$ cat config.mk
export PLATFORM = sky130hd
export DESIGN_NAME = ysyx_23060221_lsu_flat
export DESIGN_NICKNAME = d
export VERILOG_FILES = /design/src/rtl/ysyx_23060221_lsu_if.sv /design/src/rtl/ysyx_23060221_lsu.sv /design/src/flat_wrapper.sv
export SDC_FILE = /design/constraint.sdc
export NUM_CORES = 1
export LEC_CHECK = 0
export CORE_MARGIN = 3
export CORE_UTILIZATION = 41
export DETAILED_ROUTE_END_ITERATION = 10
export GPL_TIMING_DRIVEN = 0
export PLACE_DENSITY = 0.75
export SKIP_CTS_REPAIR_TIMING = 1
export SYNTH_ARGS = -nofsm -noshare
export SYNTH_HDL_FRONTEND = slang
export SYNTH_SLANG_ARGS = --single-unit
$ cat constraint.sdc
create_clock -name clk -period 3.45 [get_ports clk]
set_input_delay 0.345 -clock clk [delete_from_list [all_inputs] [get_ports clk]]
set_output_delay 0.345 -clock clk [all_outputs]
set_load 0.005 [all_outputs]
$ cat src/rtl/ysyx_23060221_lsu_if.sv
// Bundle of every handshake and bus signal of the load/store unit.
//   upstream (execute)  : EXU_valid, LSU_ready, alu_res, st_data, mem_ren, mem_wen, funct3
//   memory bus          : mem_req, mem_gnt, mem_we, mem_addr, mem_wdata, mem_wstrb,
//                         mem_rvalid, mem_rdata
//   downstream (wb)     : LSU_valid, WBU_ready, lsres, misalign
// The slave modport is the LSU itself. The master modport is the surrounding pipeline,
// bus and writeback environment.
interface ysyx_23060221_lsu_if;
  logic        EXU_valid;
  logic        LSU_ready;
  logic [31:0] alu_res;
  logic [31:0] st_data;
  logic        mem_ren;
  logic        mem_wen;
  logic [2:0]  funct3;
  logic        mem_req;
  logic        mem_gnt;
  logic        mem_we;
  logic [31:0] mem_addr;
  logic [31:0] mem_wdata;
  logic [3:0]  mem_wstrb;
  logic        mem_rvalid;
  logic [31:0] mem_rdata;
  logic        LSU_valid;
  logic        WBU_ready;
  logic [31:0] lsres;
  logic        misalign;

  modport slave (
    input  EXU_valid, alu_res, st_data, mem_ren, mem_wen, funct3,
    input  mem_gnt, mem_rvalid, mem_rdata, WBU_ready,
    output LSU_ready, mem_req, mem_we, mem_addr, mem_wdata, mem_wstrb,
    output LSU_valid, lsres, misalign
  );

  modport master (
    output EXU_valid, alu_res, st_data, mem_ren, mem_wen, funct3,
    output mem_gnt, mem_rvalid, mem_rdata, WBU_ready,
    input  LSU_ready, mem_req, mem_we, mem_addr, mem_wdata, mem_wstrb,
    input  LSU_valid, lsres, misalign
  );
endinterface

$ cat src/rtl/ysyx_23060221_lsu.sv
// Load/store stage between execute and writeback.
// It accepts one op per EXU_valid/LSU_ready handshake. The op is either a plain ALU result,
// a load or a store. For a load or store it runs one word-aligned bus transaction. It then
// presents the writeback value on lsres/LSU_valid until WBU_ready is seen.
//   clk, rst : clock (rising edge) and asynchronous active-high reset
//   bus      : ysyx_23060221_lsu_if.slave. This carries the execute handshake, the
//              memory bus and the writeback handshake.
// Parameters: RESET_PC_UNUSED must be 0. MISALIGN_CHECK=1 turns misaligned half/word
// accesses into a bus-free completion with misalign set.
module ysyx_23060221_lsu #(
  parameter int RESET_PC_UNUSED = 0,
  parameter int MISALIGN_CHECK  = 1
) (
  input  logic               clk,
  input  logic               rst,
  ysyx_23060221_lsu_if.slave bus
);

  if (RESET_PC_UNUSED != 0) begin : g_bad_cfg
    $error("RESET_PC_UNUSED is reserved and must be 0");
  end

  typedef enum logic [1:0] {IDLE, REQ, WAIT, DONE} state_e;

  state_e      state_q, state_d;
  logic [31:0] addr_q, addr_d;
  logic [31:0] sdata_q, sdata_d;
  logic [31:0] lsres_q, lsres_d;
  logic [2:0]  f3_q, f3_d;
  logic        ren_q, ren_d;
  logic        wen_q, wen_d;
  logic        mis_q, mis_d;
  logic        accept;

  // 0 = byte, 1 = half, 2 = word. Unused funct3 codes fall back to word.
  function automatic logic [1:0] op_size(input logic [2:0] f3);
    case (f3)
      3'b000, 3'b100: op_size = 2'd0;
      3'b001, 3'b101: op_size = 2'd1;
      default:        op_size = 2'd2;
    endcase
  endfunction

  function automatic logic is_misaligned(input logic [2:0] f3, input logic [1:0] o);
    case (op_size(f3))
      2'd0:    is_misaligned = 1'b0;
      2'd1:    is_misaligned = o[0];
      default: is_misaligned = |o;
    endcase
  endfunction

  function automatic logic [3:0] store_strb(input logic [2:0] f3, input logic [1:0] o);
    case (op_size(f3))
      2'd0:    store_strb = 4'b0001 << o;
      2'd1:    store_strb = 4'b0011 << o;
      default: store_strb = 4'hF;
    endcase
  endfunction

  // The data is replicated across all lanes, so the strobes alone pick the target bytes.
  function automatic logic [31:0] store_data(input logic [2:0] f3, input logic [31:0] d);
    case (op_size(f3))
      2'd0:    store_data = {4{d[7:0]}};
      2'd1:    store_data = {2{d[15:0]}};
      default: store_data = d;
    endcase
  endfunction

  function automatic logic [31:0] load_extract(input logic [2:0] f3, input logic [1:0] o,
                                               input logic [31:0] w);
    logic [7:0]  b;
    logic [15:0] h;
    b = 8'(w >> {o, 3'b000});
    h = 16'(w >> {o, 3'b000});
    case (f3)
      3'b000:  load_extract = {{24{b[7]}}, b};
      3'b100:  load_extract = {24'd0, b};
      3'b001:  load_extract = {{16{h[15]}}, h};
      3'b101:  load_extract = {16'd0, h};
      default: load_extract = w;
    endcase
  endfunction

  assign accept = bus.EXU_valid & (state_q == IDLE);

  always_comb begin
    state_d = state_q;
    addr_d  = addr_q;
    sdata_d = sdata_q;
    f3_d    = f3_q;
    ren_d   = ren_q;
    wen_d   = wen_q;
    lsres_d = lsres_q;
    mis_d   = mis_q;
    case (state_q)
      IDLE: begin
        if (accept) begin
          addr_d  = bus.alu_res;
          sdata_d = bus.st_data;
          f3_d    = bus.funct3;
          ren_d   = bus.mem_ren;
          wen_d   = bus.mem_wen;
          mis_d   = 1'b0;
          if (!(bus.mem_ren | bus.mem_wen)) begin
            state_d = DONE;
            lsres_d = bus.alu_res;
          end else if ((MISALIGN_CHECK != 0) && is_misaligned(bus.funct3, bus.alu_res[1:0])) begin
            state_d = DONE;
            lsres_d = 32'd0;
            mis_d   = 1'b1;
          end else begin
            state_d = REQ;
          end
        end
      end
      REQ: begin
        if (bus.mem_gnt) begin
          if (bus.mem_rvalid) begin
            // The grant and the response arrive in the same cycle, so WAIT is skipped.
            state_d = DONE;
            lsres_d = ren_q ? load_extract(f3_q, addr_q[1:0], bus.mem_rdata) : 32'd0;
          end else begin
            state_d = WAIT;
          end
        end
      end
      WAIT: begin
        if (bus.mem_rvalid) begin
          state_d = DONE;
          lsres_d = ren_q ? load_extract(f3_q, addr_q[1:0], bus.mem_rdata) : 32'd0;
        end
      end
      DONE: begin
        if (bus.WBU_ready) state_d = IDLE;
      end
      default: state_d = IDLE;
    endcase
  end

  always_ff @(posedge clk or posedge rst) begin
    if (rst) begin
      state_q <= IDLE;
      addr_q  <= 32'd0;
      sdata_q <= 32'd0;
      f3_q    <= 3'd0;
      ren_q   <= 1'b0;
      wen_q   <= 1'b0;
      lsres_q <= 32'd0;
      mis_q   <= 1'b0;
    end else begin
      state_q <= state_d;
      addr_q  <= addr_d;
      sdata_q <= sdata_d;
      f3_q    <= f3_d;
      ren_q   <= ren_d;
      wen_q   <= wen_d;
      lsres_q <= lsres_d;
      mis_q   <= mis_d;
    end
  end

  // All bus and writeback outputs come from registered state only, so they stay
  // stable while a request or a result is held.
  assign bus.LSU_ready = (state_q == IDLE);
  assign bus.mem_req   = (state_q == REQ);
  assign bus.mem_we    = wen_q;
  assign bus.mem_addr  = {addr_q[31:2], 2'b00};
  assign bus.mem_wdata = store_data(f3_q, sdata_q);
  assign bus.mem_wstrb = wen_q ? store_strb(f3_q, addr_q[1:0]) : 4'b0000;
  assign bus.LSU_valid = (state_q == DONE);
  assign bus.lsres     = lsres_q;
  assign bus.misalign  = mis_q;

endmodule

$ cat src/flat_wrapper.sv
// flat-port wrapper written by rule: the top's interface ports become plain ports
module ysyx_23060221_lsu_flat 
#(
  parameter int RESET_PC_UNUSED = 0,
  parameter int MISALIGN_CHECK  = 1
)
  (clk, rst, bus_EXU_valid, bus_alu_res, bus_st_data, bus_mem_ren, bus_mem_wen, bus_funct3, bus_mem_gnt, bus_mem_rvalid, bus_mem_rdata, bus_WBU_ready, bus_LSU_ready, bus_mem_req, bus_mem_we, bus_mem_addr, bus_mem_wdata, bus_mem_wstrb, bus_LSU_valid, bus_lsres, bus_misalign);
  ysyx_23060221_lsu_if bus_i ();
  input  logic clk;
  input  logic rst;
  input wire logic [$bits(bus_i.EXU_valid)-1:0] bus_EXU_valid;
  input wire logic [$bits(bus_i.alu_res)-1:0] bus_alu_res;
  input wire logic [$bits(bus_i.st_data)-1:0] bus_st_data;
  input wire logic [$bits(bus_i.mem_ren)-1:0] bus_mem_ren;
  input wire logic [$bits(bus_i.mem_wen)-1:0] bus_mem_wen;
  input wire logic [$bits(bus_i.funct3)-1:0] bus_funct3;
  input wire logic [$bits(bus_i.mem_gnt)-1:0] bus_mem_gnt;
  input wire logic [$bits(bus_i.mem_rvalid)-1:0] bus_mem_rvalid;
  input wire logic [$bits(bus_i.mem_rdata)-1:0] bus_mem_rdata;
  input wire logic [$bits(bus_i.WBU_ready)-1:0] bus_WBU_ready;
  output wire logic [$bits(bus_i.LSU_ready)-1:0] bus_LSU_ready;
  output wire logic [$bits(bus_i.mem_req)-1:0] bus_mem_req;
  output wire logic [$bits(bus_i.mem_we)-1:0] bus_mem_we;
  output wire logic [$bits(bus_i.mem_addr)-1:0] bus_mem_addr;
  output wire logic [$bits(bus_i.mem_wdata)-1:0] bus_mem_wdata;
  output wire logic [$bits(bus_i.mem_wstrb)-1:0] bus_mem_wstrb;
  output wire logic [$bits(bus_i.LSU_valid)-1:0] bus_LSU_valid;
  output wire logic [$bits(bus_i.lsres)-1:0] bus_lsres;
  output wire logic [$bits(bus_i.misalign)-1:0] bus_misalign;
  assign bus_i.EXU_valid = bus_EXU_valid;
  assign bus_i.alu_res = bus_alu_res;
  assign bus_i.st_data = bus_st_data;
  assign bus_i.mem_ren = bus_mem_ren;
  assign bus_i.mem_wen = bus_mem_wen;
  assign bus_i.funct3 = bus_funct3;
  assign bus_i.mem_gnt = bus_mem_gnt;
  assign bus_i.mem_rvalid = bus_mem_rvalid;
  assign bus_i.mem_rdata = bus_mem_rdata;
  assign bus_i.WBU_ready = bus_WBU_ready;
  assign bus_LSU_ready = bus_i.LSU_ready;
  assign bus_mem_req = bus_i.mem_req;
  assign bus_mem_we = bus_i.mem_we;
  assign bus_mem_addr = bus_i.mem_addr;
  assign bus_mem_wdata = bus_i.mem_wdata;
  assign bus_mem_wstrb = bus_i.mem_wstrb;
  assign bus_LSU_valid = bus_i.LSU_valid;
  assign bus_lsres = bus_i.lsres;
  assign bus_misalign = bus_i.misalign;
  ysyx_23060221_lsu #(.RESET_PC_UNUSED(RESET_PC_UNUSED), .MISALIGN_CHECK(MISALIGN_CHECK)) u_core (.clk(clk), .rst(rst), .bus(bus_i));
endmodule
==> results by group <==
Cells and area
  – # diodes: 0
  – Syn-to-layout area delta: 46.2%
  – Fill cells: 1,139
  – Share of cells above drive strength 1: 19.1%
  – # nets final: 845

GRT
  – Initial antenna violation count: 0
  – GRT Residual Overflow: 0
  – First-pass GRT wire length: 29,200 um
  – Largest net degree at the start of global routing: 65
  – Number of global-route vias before repair: 5,140
  – Gr usage total: 23.8%

Logic synthesis
  – Mean Syn Cell Area: 11.2 um2
  – Cell taking the most area after synthesis: dfrtp_1
  – Top_reg_cell synth: dfrtp_1
  – Most frequent cell after synthesis: dfrtp_1
  – Cell area after synthesis: 0.00574 mm2
  – Distinct cells, synth: 50
  – Post-synth top cells: dfrtp_1 (104), mux2_2 (60), buf_4 (44), mux2_1 (34), nand2_1 (33)
  – Post-synth ARST share: 100%
  – Register bit total from synthesis: 104
  – Register area share after synthesis: 45.3%
  – Synth Warn #: 0
  – Synth top area share: 45.3%
  – Number of synthesized flops with an enable pin: 0
  – Synth top area cells: dfrtp_1 (45%), mux2_2 (12%), mux2_1 (6.7%)
  – Post-Syn Instances: 511

Critical path
  – Slowest CP cell: clkdlybuf4s50_1
  – Worst path max stage delay: 0.56 ns
  – Highest fanout seen on the critical path: 10
  – Worst setup EP type: primary output
  – Crit path launch type: flip-flop
  – Cell family with most CP delay: buffers and inverters
  – Crit path cell chain: buf_4 -> buf_2 -> clkbuf_1 -> clkbuf_1 -> nand2_1 -> o21ai_0 -> clkdlybuf4s50_1
  – R2r setup slk: 0.81 ns
  – Setup CP Type: reg2out
  – Most used cell, CP: clkbuf_1
  – Worst Path Buf+Inv: 5
  – Data arrival, critical path: 2.86 ns
  – Worst Path Required: 3.11 ns

Placed design
  – Port Buffers: 209
  – Detailed placement HPWL: 14,300 um
  – Dpl ws: 0.552 ns
  – Routability cong.: 0.892

Routing
  – Antenna Nets Post-Route: 0
  – Detailed-route via count: 4,986
  – Remaining DRCs: 0
  – Drt first-iter violations: 347
  – WL final: 18,500 um
  – Wirelength per Cell: 20.2 um
  – 1st-pass router iterations: 5
  – Vias per inst: 5.46

Job
  – Max-cap violations: 0

Worst hold path
  – Worst Hold Class: in2async

Power and ir drop
  – Power Density: 980 mW/mm2
  – Lkg Pwr: 3.50 nW
  – VDD IR max: 0.533 mV

Timing
  – Slew Limit Fails: 0
  – Final hold vios: 0
  – Worst setup margin: 0.245 ns
  – Min Tclk post-route: 3.21 ns
  – Final setup viols: 0
  – Worst rel slew slack: 38.3%
  – Slew @ Worst Pin: 0.918 ns
  – Setup tns final: 0 ns
  – Maximum clock rate: 312 MHz
  – Skew final: 0.0100 ns
  – RSZ-0062 raised after global routing: false
  – Period utilization: 92.9%

Clocking
  – H-tree Lvls: 3
  – CTS max path bufs: 2
  – Clk sinks: 104
  – TritonCTS clock tree: done
  – Clock latency on the worst-skew pair: 0.35 ns
  – Clock slew at reported path FFs: 0.07 ns
  – Total CTS buffers: 9
  – Root Driver: clkbuf_16

Floorplanning
  – Num rows: 42
  – Die H: 124 um
  – Die ar.: 0.0155 mm2
  – Die Wd: 124 um
  – I/O Pins: 212
  – Starting Density: 42.7%
  – CORE AREA: 0.0135 mm2

Status
  – Status: finished clean
[registers in the layout, indices dropped and copies added (netlist names)]
signal               flops
u_core.ren_q             1
u_core.bus.mem_we        1
u_core.bus.lsres        32
u_core.addr_q           32
u_core.f3_q              3
u_core.bus.misalign      1
u_core.sdata_q          32
u_core.state_q           2
[placed cells by master, fill, tap and decap left out, drive strengths merged, types with 14 or more instances in the layout]
master / n
o2111ai: 19
inv: 16
a21oi: 24
nor2: 14
mux2: 94
buf: 66
nand2: 34
clkdlybuf4s50: 209
a31oi: 22
dfrtp: 104
mux2i: 17
clkbuf: 25
[kinds of logic (layout without fill, tap and decap cells)]
kind of cell	after synthesis	after routing	synth area share, %
other	1	2	0.0653
AOI/OAI and AO/OA	123	123	15.6
adders and majority gates	5	5	1.09
buffers and inverters	93	318	9.56
muxes	112	112	21.8
DFF	104	104	45.3
and+or+nand+nor	73	73	6.56
[final timing paths]
kind	start	to	cells after the start
hold reg to reg	u_core.bus.lsres[2]	u_core.bus.lsres[2]	1
max in group asynchronous	rst	u_core.addr_q[31]	3
setup / recovery	u_core.f3_q[1]	bus_mem_wdata[26]	7
min in group clk	u_core.bus.lsres[2]	u_core.bus.lsres[2]	1
setup reg to reg	u_core.state_q[1]	u_core.bus.lsres[19]	7
hold / removal	rst	u_core.f3_q[2]	2
[power by group]
group | internal (mW) | switching (mW)
Sequential | 1.85 | 0.404
Clock | 0.619 | 0.449
Combinational | 2.84 | 2.06
[metal layers]
| metal | vias up | part of all wire, % | global-route usage, % |
|---|---|---|---|
| met5 | - | 0 | 0 |
| met3 | 29 | 8.0 | 6.86 |
| met1 | 2452 | 43 | 31.3 |
| met4 | 0 | 2.3 | 7.16 |
| li1 | 2283 | - | - |
| met2 | 222 | 47 | 38.2 |
[layout make-up]
type                    count  area [um2]  share of cell area (%)
multi-input cells         315        2600                    30.9
clock inverters             2        37.5                   0.447
inverters                  16        62.6                   0.745
repair buffers            210        2120                    25.2
flip-flops and latches    104        2600                    31.0
well taps                 176         220                    2.62
plain buffers              77         489                    5.83
clock buffers              13         270                    3.22
[through the flow]
stage / instance area (um2) / hold slack [ns] / power [mW] / util (%) / std cells
6_report: 8400 / 0.396 / 8.23 / 62.4 / 913
5_1_grt: 8400 / 0.435 / 8.79 / 62.4 / 913
4_1_cts: 8400 / 0.410 / 8.28 / 62.4 / 913
3_5_place_dp: 8090 / 0.476 / 7.19 / 60.1 / 898
3_3_place_gp: 8060 / 0.475 / 7.04 / 59.9 / 897
2_1_floorplan: 5750 / 0.465 / 4.91 / - / 512
Note: power is estimated with default switching activity, not from simulation.
